## src/rtl/ttt_pkg.sv

```systemverilog
// Shared codes and state encoding for the tic-tac-toe turn controller.
package ttt_pkg;

   localparam logic [1:0] EMPTY = 2'b00;
   localparam logic [1:0] P1    = 2'b01;
   localparam logic [1:0] P2    = 2'b10;
   localparam logic [1:0] DRAW  = 2'b11;

   localparam logic [3:0] MAX_MOVES = 4'd9;

   typedef enum logic [1:0] {
      IDLE      = 2'b00,
      WAIT_MOVE = 2'b01,
      CHECK     = 2'b10,
      OVER      = 2'b11
   } state_e;

endpackage

```

## src/rtl/ttt_turn_controller_bcd_turn_timer.sv

```systemverilog
// Per-turn countdown: prescaler producing one-second ticks and a two-digit BCD down-counter.
module bcd_turn_timer #(
   parameter int unsigned TICK_DIV     = 50_000_000,
   parameter int unsigned TURN_SECONDS = 30
) (
   input  logic       i_clk,
   input  logic       i_rst,
   input  logic       i_load,
   input  logic       i_run,
   output logic [3:0] o_ten_digit,
   output logic [3:0] o_unit_digit,
   output logic       o_zero
);

   localparam int unsigned    PW         = $clog2(TICK_DIV);
   localparam logic [PW-1:0]  PRESC_LAST = PW'(TICK_DIV - 1);
   localparam logic [3:0]     TEN_INIT   = 4'(TURN_SECONDS / 10);
   localparam logic [3:0]     UNIT_INIT  = 4'(TURN_SECONDS % 10);

   logic [PW-1:0] r_presc;
   logic [3:0]    r_ten;
   logic [3:0]    r_unit;
   logic          w_zero;

   assign w_zero = (r_ten == 4'd0) && (r_unit == 4'd0);

   // Load wins over run so a move on the final tick reloads instead of expiring.
   always_ff @(posedge i_clk) begin
      if (i_rst || i_load) begin
         r_presc <= '0;
         r_ten   <= TEN_INIT;
         r_unit  <= UNIT_INIT;
      end else if (i_run) begin
         if (r_presc == PRESC_LAST) begin
            r_presc <= '0;
            if (!w_zero) begin
               if (r_unit == 4'd0) begin
                  r_unit <= 4'd9;
                  r_ten  <= r_ten - 4'd1;
               end else begin
                  r_unit <= r_unit - 4'd1;
               end
            end
         end else begin
            r_presc <= r_presc + 1'b1;
         end
      end
   end

   assign o_ten_digit  = r_ten;
   assign o_unit_digit = r_unit;
   assign o_zero       = w_zero;

endmodule

```

## src/rtl/ttt_turn_controller.sv

```systemverilog
// Game sequencer: owns board, turn flag and turn timer; samples the win detector after
// each move or timeout and latches the final result.
module ttt_turn_controller #(
   parameter int unsigned TICK_DIV     = 50_000_000,
   parameter int unsigned TURN_SECONDS = 30,
   parameter int unsigned CHECK_WAIT   = 1
) (
   input  logic       clk,
   input  logic       rst,
   input  logic       start,
   input  logic       move_valid,
   input  logic [3:0] move_pos,
   input  logic [1:0] gameend_i,
   output logic [1:0] b0,
   output logic [1:0] b1,
   output logic [1:0] b2,
   output logic [1:0] b3,
   output logic [1:0] b4,
   output logic [1:0] b5,
   output logic [1:0] b6,
   output logic [1:0] b7,
   output logic [1:0] b8,
   output logic       whos_turn,
   output logic [3:0] ten_digit,
   output logic [3:0] unit_digit,
   output logic       move_accept,
   output logic       move_reject,
   output logic [1:0] result,
   output logic [1:0] state_o
);

   import ttt_pkg::*;

   state_e          r_state, w_state_nx;
   logic [8:0][1:0] r_board, w_board_nx;
   logic            r_turn, w_turn_nx;
   logic [3:0]      r_move_cnt, w_move_cnt_nx;
   logic [1:0]      r_result, w_result_nx;
   logic            r_accept, w_accept_nx;
   logic            r_reject, w_reject_nx;
   logic [1:0]      r_chk_cnt, w_chk_cnt_nx;
   logic            w_load, w_run, w_zero;
   logic [1:0]      w_cell;
   logic            w_legal;

   bcd_turn_timer #(
      .TICK_DIV     (TICK_DIV),
      .TURN_SECONDS (TURN_SECONDS)
   ) u_timer (
      .i_clk        (clk),
      .i_rst        (rst),
      .i_load       (w_load),
      .i_run        (w_run),
      .o_ten_digit  (ten_digit),
      .o_unit_digit (unit_digit),
      .o_zero       (w_zero)
   );

   always_comb begin
      w_cell = EMPTY;
      for (int i = 0; i < 9; i++) begin
         if (move_pos == 4'(i)) w_cell = r_board[i];
      end
      w_legal = (move_pos <= 4'd8) && (w_cell == EMPTY);
   end

   always_comb begin
      w_state_nx    = r_state;
      w_board_nx    = r_board;
      w_turn_nx     = r_turn;
      w_move_cnt_nx = r_move_cnt;
      w_result_nx   = r_result;
      w_accept_nx   = 1'b0;
      w_reject_nx   = 1'b0;
      w_chk_cnt_nx  = r_chk_cnt;
      w_load        = 1'b0;
      w_run         = 1'b0;
      unique case (r_state)
         IDLE, OVER: begin
            if (start) begin
               w_state_nx    = WAIT_MOVE;
               w_board_nx    = '0;
               w_turn_nx     = 1'b0;
               w_move_cnt_nx = 4'd0;
               w_result_nx   = EMPTY;
               w_load        = 1'b1;
            end
         end
         WAIT_MOVE: begin
            w_run = 1'b1;
            if (move_valid && w_legal) begin
               for (int i = 0; i < 9; i++) begin
                  if (move_pos == 4'(i)) w_board_nx[i] = r_turn ? P2 : P1;
               end
               w_turn_nx     = ~r_turn;
               w_move_cnt_nx = (r_move_cnt == MAX_MOVES) ? MAX_MOVES : r_move_cnt + 4'd1;
               w_load        = 1'b1;
               w_accept_nx   = 1'b1;
               w_chk_cnt_nx  = 2'd0;
               w_state_nx    = CHECK;
            end else begin
               w_reject_nx = move_valid;
               // Timer at 00: turn is not toggled, so the detector sees the timed-out player.
               if (w_zero) begin
                  w_chk_cnt_nx = 2'd0;
                  w_state_nx   = CHECK;
               end
            end
         end
         CHECK: begin
            if (r_chk_cnt == 2'(CHECK_WAIT)) begin
               if (gameend_i != EMPTY) begin
                  w_result_nx = gameend_i;
                  w_state_nx  = OVER;
               end else if (r_move_cnt == MAX_MOVES) begin
                  w_result_nx = DRAW;
                  w_state_nx  = OVER;
               end else begin
                  w_state_nx = WAIT_MOVE;
               end
            end else begin
               w_chk_cnt_nx = r_chk_cnt + 2'd1;
            end
         end
         default: w_state_nx = IDLE;
      endcase
   end

   always_ff @(posedge clk) begin
      if (rst) begin
         r_state    <= IDLE;
         r_board    <= '0;
         r_turn     <= 1'b0;
         r_move_cnt <= 4'd0;
         r_result   <= EMPTY;
         r_accept   <= 1'b0;
         r_reject   <= 1'b0;
         r_chk_cnt  <= 2'd0;
      end else begin
         r_state    <= w_state_nx;
         r_board    <= w_board_nx;
         r_turn     <= w_turn_nx;
         r_move_cnt <= w_move_cnt_nx;
         r_result   <= w_result_nx;
         r_accept   <= w_accept_nx;
         r_reject   <= w_reject_nx;
         r_chk_cnt  <= w_chk_cnt_nx;
      end
   end

   assign b0          = r_board[0];
   assign b1          = r_board[1];
   assign b2          = r_board[2];
   assign b3          = r_board[3];
   assign b4          = r_board[4];
   assign b5          = r_board[5];
   assign b6          = r_board[6];
   assign b7          = r_board[7];
   assign b8          = r_board[8];
   assign whos_turn   = r_turn;
   assign move_accept = r_accept;
   assign move_reject = r_reject;
   assign result      = r_result;
   assign state_o     = r_state;

endmodule

```

## config.mk

```make
export PLATFORM = sky130hd
export DESIGN_NAME = ttt_turn_controller
export DESIGN_NICKNAME = d
export VERILOG_FILES = /design/src/rtl/ttt_pkg.sv /design/src/rtl/ttt_turn_controller_bcd_turn_timer.sv /design/src/rtl/ttt_turn_controller.sv
export SDC_FILE = /design/constraint.sdc
export NUM_CORES = 1
export LEC_CHECK = 0
export ABC_AREA = 1
export CORE_MARGIN = 2
export CORE_UTILIZATION = 25
export DETAILED_ROUTE_END_ITERATION = 8
export HOLD_SLACK_MARGIN = 0.05
export SYNTH_ARGS = -nofsm -noshare
export SYNTH_HDL_FRONTEND = slang
export SYNTH_SLANG_ARGS = --single-unit
```

## constraint.sdc

```tcl
create_clock -name clk -period 2.7 [get_ports clk]
set_input_delay 0.405 -clock clk [delete_from_list [all_inputs] [get_ports clk]]
set_output_delay 0.405 -clock clk [all_outputs]
set_load 0.02 [all_outputs]
```

# ---- Word level (Yosys, flattened, before mapping)
# Index checks and enable logic that the tools add are counted.
dict set report word_totals {
  reg_bits 65
  latchBits 0
  ramBits 0
  rom_bits 0
  input_bits 10
  elab_cells 139
  memories 0
}
dict set report classes {
  n_addsub 5
  mul 0
  n_div 0
  n_lt_le_gt_ge 1
  eq_ne 29
  n_shift 0
  muxes 51
  bitwise 3
  n_reduce_logical 31
}
# op n
set op_table {}
lappend op_table {{$mux 2} 32}
lappend op_table {{$reduce_and 4->1} 11}
lappend op_table {{$mux 18} 2}
lappend op_table {{$pmux 18 s2} 1}
lappend op_table {{$add 26x1->26 const B} 1}
lappend op_table {{$eq 26x26->1 const B} 1}
lappend op_table {{$mux 26} 1}
lappend op_table {{$ne 2x2->1 const B} 13}
lappend op_table {{$eq 4x3->1 const B} 4}
lappend op_table {{$mux 4} 4}
lappend op_table {{$logic_not 4->1} 3}
lappend op_table {{$reduce_and 3->1} 4}
lappend op_table {{$eq 4x2->1 const B} 2}
lappend op_table {{$eq 4x4->1 const B} 2}
lappend op_table {{$pmux 2 s2} 2}
lappend op_table {{$pmux 4 s2} 1}
lappend op_table {{$reduce_bool 2->1} 4}
lappend op_table {{$sub 4x1->4 const B} 2}
lappend op_table {{$pmux 2 s3} 1}
lappend op_table {{$mux 1} 5}
lappend op_table {{$add 4x1->4 const B} 1}
lappend op_table {{$eq 2x1->1 const B} 2}
lappend op_table {{$eq 2x2->1 const B} 2}
lappend op_table {{$eq 4x1->1 const B} 1}
lappend op_table {{other kinds (11)} 18}

# ---- Logic depth before layout (Yosys ltp)
dict set report depth {
  depth_word 16
  depth_mapped 17
  depth_no_buf 16
}

# ---- By module
# From an unflattened synthesis, not the netlist that was laid out.
dict set report hier_totals {
  hier_cells 538
  hier_area_um2 3604.7
}
# module n_inst cells_per_inst area_per_inst_um2 seq_area_each_um2
set by_module_without_submodules {}
lappend by_module_without_submodules {bcd_turn_timer 1 263 1814.2 680.7}
lappend by_module_without_submodules {ttt_turn_controller 1 275 1790.5 620.6}

# ---- Worst setup path before layout
# Ideal clock, no wire load.
dict set report synth_path {
  kind {reg2reg}
  from {register r_state[0], in the netlist state_o[0]}
  to {register r_board (netlist bit b1[1])}
  setup_ns 0.064
  arrival_time_ns 2.095
  required_ns 2.636
  setup_slack_ns 0.541
  path_stages_with_launch 11
  period_less_slack_ns 2.159
  cell_sequence {dfxtp_1 -> inv_1 -> ha_1 -> inv_1 -> nor2_1 -> a21oi_2 -> clkbuf_1 -> nand3_2 -> nand2_1 -> inv_1 -> nor2_1}
}
dict set report synth_between {
  elab_chain_cells 4
  elab_cells_between_ends 10
}
# element line
set synth_rtl {}
lappend synth_rtl {{start, declared} ttt_turn_controller.sv:34} ;# state_e r_state, w_state_nx;
lappend synth_rtl {{start signal, assigned} ttt_turn_controller.sv:140} ;# r_state <= w_state_nx;
lappend synth_rtl {{$eq 2x2->1 / $logic_not 2->1 (equally long branches)} ttt_turn_controller.sv:78} ;# unique case (r_state)
lappend synth_rtl {{$reduce_or 2->1} ttt_turn_controller.sv:78}
lappend synth_rtl {{$ne 2x2->1 (no line) / $reduce_bool 2->1 (equally long branches)} --}
lappend synth_rtl {{$reduce_and 4->1 (no line)} --}
lappend synth_rtl {{end signal, assigned} ttt_turn_controller.sv:141} ;# r_board <= w_board_nx;
lappend synth_rtl {{end, declared} ttt_turn_controller.sv:35} ;# logic [8:0][1:0] r_board, w_board_nx;
# Several ways; a longest one is shown, not always the timed one.
# A chain may end at the register's enable or synchronous reset.

# ---- Worst setup path in the final report
dict set report layout_path {
  from {input port move_pos[3]}
  to {register r_board (netlist bit b7[1])}
}
dict set report layout_between {
  elab_chain_cells 15
  elab_cells_between_ends 25
}
# element line
set layout_rtl {}
lappend layout_rtl {{start, declared} ttt_turn_controller.sv:12} ;# input logic [3:0] move_pos,
lappend layout_rtl {{$logic_not 4->1} ttt_turn_controller.sv:62} ;# if (move_pos == 4'(i)) w_cell = r_board[i];
lappend layout_rtl {{$mux 2 (9 in a row)} ttt_turn_controller.sv:62}
lappend layout_rtl {{$logic_not 2->1} ttt_turn_controller.sv:64} ;# w_legal = (move_pos <= 4'd8) && (w_cell == EMPTY);
lappend layout_rtl {{$logic_and 1x1->1} ttt_turn_controller.sv:64}
lappend layout_rtl {{$logic_and 1x1->1} ttt_turn_controller.sv:91} ;# if (move_valid && w_legal) begin
lappend layout_rtl {{$ne 2x2->1 (no line)} --}
lappend layout_rtl {{$reduce_and 4->1 (no line) *} --}
# Every way passes the cells marked *; elsewhere a longest branch is shown, timed or not.

==> reports/metrics.sh <==
FINALCRITPERIODSHARE_PCT=80.8
CRITPATHKIND='primary input to flop'
ANTENNA_CELLS_INSERTED=0
FLOORPLAN.INITIALDENSITY_PCT=25.6
CELLPOWERDENSITY_nW_PER_UM2=990
SYNTH-SEQ-CELLS=65
ASYNC_RESET_FF_SHARE_PCT=0
DIE_HEIGHT_UM=132
CP_SLOWEST_STAGE_DELAY_NS=0.57
TIMING.CRITICAL_PATH.FROM='move_pos[3]'
GRT_PASS1_VIAS=3885
POST_SYNTH_NUM_CELL_TYPES=39
GRTUSAGETOTAL_PCT=12.6
CTS_ROOT_BUF='clkbuf_16'
YOSYSWARNINGS=0
FINAL-HOLD-VIOLATION-COUNT=0
FLOORPLAN.ROWS=46
DETAIL_ROUTE.WIRELENGTH_UM=10400
DRV_SLEW=0
CRIT_CHAIN='clkdlybuf4s50_1 > inv_2 > nand2_1 > inv_2 > nand2_1 > a21oi_1 > nor2_1 > nand3_1 > nand2_1 > nand2_1 > nand2_1 > nand2_2 > nand2_2 > buf_4 > nand3_2 > nand2_1 > inv_1 > nor2_1'
STATIC-LEAKAGE-POWER_uW=0.00205
LAYOUT.FILLER_CELLS=1734
LAYOUT-AREA-OVERHEAD-VS-SYNTH_PCT=27.0
SYNTH_FF_TYPE='dfxtp_1'
NUMBER_OF_PLACED_INSTANCES_TAPS_INCLUDED=860
FINALCLOCKSKEW_NS=0.0101
DIE-AREA_UM2=17300
CTS_SETUP_BUFFERS=0
SYNTHESIS.AREA_UM2=4070
CRIT_ARRIVAL_NS=2.45
TIMING.MAX_CAP.VIOLATIONS=0
CRITICAL_PATH.STARTPOINT_TYPE='primary input'
SETUP_TOTAL_NEGATIVE_SLACK_NS=0
SYNTH_NETS=622
FINALNETCOUNT=675
TIMING.HOLD.WORST.CLASS='flop to flop'
IO_BUFFERS=42
INSERTION_DELAY_TO_THE_LATER_SINK_OF_THE_WORST_SKEW_PAIR_NS=0.34
PIN_COUNT_OF_THE_BIGGEST_NET_ENTERING_GLOBAL_ROUTING=33
CPMAXSTAGEDELAYCELL='clkdlybuf4s50_1'
NUMBER_OF_BUFFERS_INSERTED_DURING_CLOCK_TREE_SYNTHESIS=9
TIMING.FMAX_MHz=458
WIRE_PER_INST_UM=11.9
SYNTH-EDFF-COUNT=0
GRT_ANTENNA_BEFORE_REPAIR=0
POSTROUTEANTENNANETS=0
FP.DIEW_UM=132
PATH_DELAY_FAMILY='simple AND/OR/NAND/NOR gates'
DRT-VIAS-PER-INSTANCE=4.50
SHARE_OF_THE_YOSYS_CHIP_AREA_BELONGING_TO_REGISTERS_PCT=32.0
NUM_IO_PINS=43
LAYOUT.CELLS.NON_FILLER=876
SLEW-LIMIT-HEADROOM_PCT=65.1
POST-DP-HPWL_UM=7720
TOTAL_OVERFLOW_REPORTED_BY_THE_GLOBAL_ROUTER=0
FINAL.MIN_CLOCK_PERIOD_NS=2.18
WORSTPATHBUFFERINVERTERCOUNT=5
SETUP-VIOLATIONS-FINAL=0
CRIT_TOP_CELL='nand2_1'
SYNTHCELLS=602
TRITONCTS='yes'
CTS.PATH.MAX_BUFFERS=2
SETUP_REPAIR_AFTER_GLOBAL_ROUTING_MISSED_ITS_MARGIN='false'
DRIVE_GT1_SHARE_PCT=14.5
GRT_FIRST_PASS_WIRELENGTH_UM=18200
CTS.REPAIR.RESIZED=0
HOLD_PATH_STARTPOINT='result[0]'
VIA_COUNT=3945
CP_DATA_REQUIRED_TIME_NS=2.97
TIGHTESTPINTRANSITION_NS=0.519
CTSHTREEMAXLEVEL=3
CLK_PIN_SLEW_NS=0.06
CLOCK_SINK_COUNT=65
GP_CONGESTION=0.849
PLACEABLECOREAREA_UM2=15900
POST_SYNTHESIS_AVERAGE_CELL_AREA_UM2=6.75
CRIT_FANOUT=10
REG2REG_FROM='state_o[1]'
ROUTE.DETAILED.DRC=0
VDD.IR_DROP.WORST_mV=0.533
DRTITER0DRC=188
CTS-HOLD-FIX-BUFFERS=0
WORSTSETUPENDPOINTTYPE='flop'
RUN_STATUS='complete, no violations'
DRT-PASS1-ITER-COUNT=4
flip-flops by register name, summed over array words and instances, names as in the netlist:
name,count
u_timer.r_presc,26
r_move_cnt,4
u_timer.o_ten_digit,4
u_timer.o_unit_digit,4
b0,2
b1,2
b2,2
b3,2
b4,2
b5,2
b6,2
b7,2
b8,2
r_chk_cnt,2
result,2
state_o,2
move_accept,1
move_reject,1
whos_turn,1
worst paths after layout:
kind                         end  slack (ns)  depth (start not counted)
max                        b7[1]        0.52                         18
max reg2reg  u_timer.r_presc[24]        0.57                         12
min                    result[0]        0.45                          2
min reg2reg            result[0]        0.45                          2
kinds of logic (layout without fill, tap and decap cells):
family / after synthesis / in the layout / share of synthesized area [%]
xor gates and xnor gates: 21 / 21 / 4.52
adders and majority gates: 10 / 10 / 3.08
buffers and inverters: 108 / 166 / 11.0
AOI/OAI and AO/OA: 60 / 60 / 9.60
DFF: 65 / 65 / 32.0
and+or+nand+nor: 338 / 338 / 39.8
area by class of cell:
| class | instances | area (um2) | area share, % |
|---|---|---|---|
| Inverter | 91 | 342 | 6.61 |
| Timing Repair Buffer | 59 | 586 | 11.3 |
| Clock inverter | 7 | 124 | 2.40 |
| Tap cell | 216 | 270 | 5.23 |
| Multi-Input combinational cell | 429 | 2320 | 44.9 |
| Clock buffer | 9 | 225 | 4.36 |
| Sequential cell | 65 | 1300 | 25.2 |
placed cells by master, fill, tap and decap left out, types with 3 or more instances in the layout:
cell type and count:
xnor2_1 3, buf_12 3, inv_6 3, nand3_1 34
a21oi_2 21, a21oi_1 20, inv_2 9, nand4_1 37
ha_1 10, or2_2 6, clkdlybuf4s50_1 42, nand3_2 10
nor2_1 80, clkbuf_16 9, o21ai_0 12, nand2_2 5
nor3_1 11, xor2_1 18, bufinv_16 3, buf_4 14
dfxtp_1 65, inv_1 80, nand2_1 133, nor4_1 7
worst register-to-register path, cell delays in order, from the launching register on:
cell and delay [ns]:
dfxtp_1 0.36, inv_1 0.09, ha_1 0.27, inv_2 0.08
nor2_1 0.19, nand3_1 0.12, nor2_1 0.18, nand2_1 0.14
nor2_1 0.10, nand2_1 0.09, nor4_2 0.17, xor2_1 0.19
nor2_1 0.06
where the power goes:
part           switching (uW)  internal [uW]
Sequential                158           1160
Combinational            1480            936
Clock                     470            911
Yosys cell counts, drive strengths merged (2+ instances only):
| library cell | count | area, um2 |
|---|---|---|
| inv | 89 | 334 |
| dfxtp | 65 | 1300 |
| nor2 | 84 | 335 |
| xor2 | 18 | 158 |
| nand2 | 140 | 553 |
| nor3 | 14 | 91.3 |
| ha | 10 | 125 |
| nor4 | 8 | 56.3 |
| xnor2 | 3 | 26.3 |
| nand3 | 44 | 270 |
| buf | 10 | 80.1 |
| o21ai | 14 | 70.1 |
| clkinv | 2 | 7.51 |
| clkbuf | 7 | 26.3 |
| or2 | 9 | 58.8 |
| a21oi | 41 | 284 |
| nand4 | 38 | 244 |
metal layers:
metal / GRT usage (%) / share of wire [%]
met3: 2.58 / 3.5
met1: 15.4 / 48
met4: 6.76 / 2.2
met5: 0 / 0
met2: 20.9 / 47
per-stage QoR:
| stage | hold WS [ns] | power [uW] | utilization, % | setup WS (ns) | area [um2] |
|---|---|---|---|---|---|
| detailed placement | 0.455 | 3750 | 30.3 | 0.162 | 4810 |
| floorplan | 0.452 | 2960 | - | 0.541 | 4070 |
| CTS | 0.464 | 5180 | 32.5 | 0.519 | 5160 |
| global placement | 0.442 | 3740 | 30.3 | 0.205 | 4810 |
| finish | 0.454 | 5110 | 32.5 | 0.519 | 5160 |
| global route | 0.483 | 5510 | 32.5 | 0.218 | 5160 |
(Power assumes the default switching activity.)
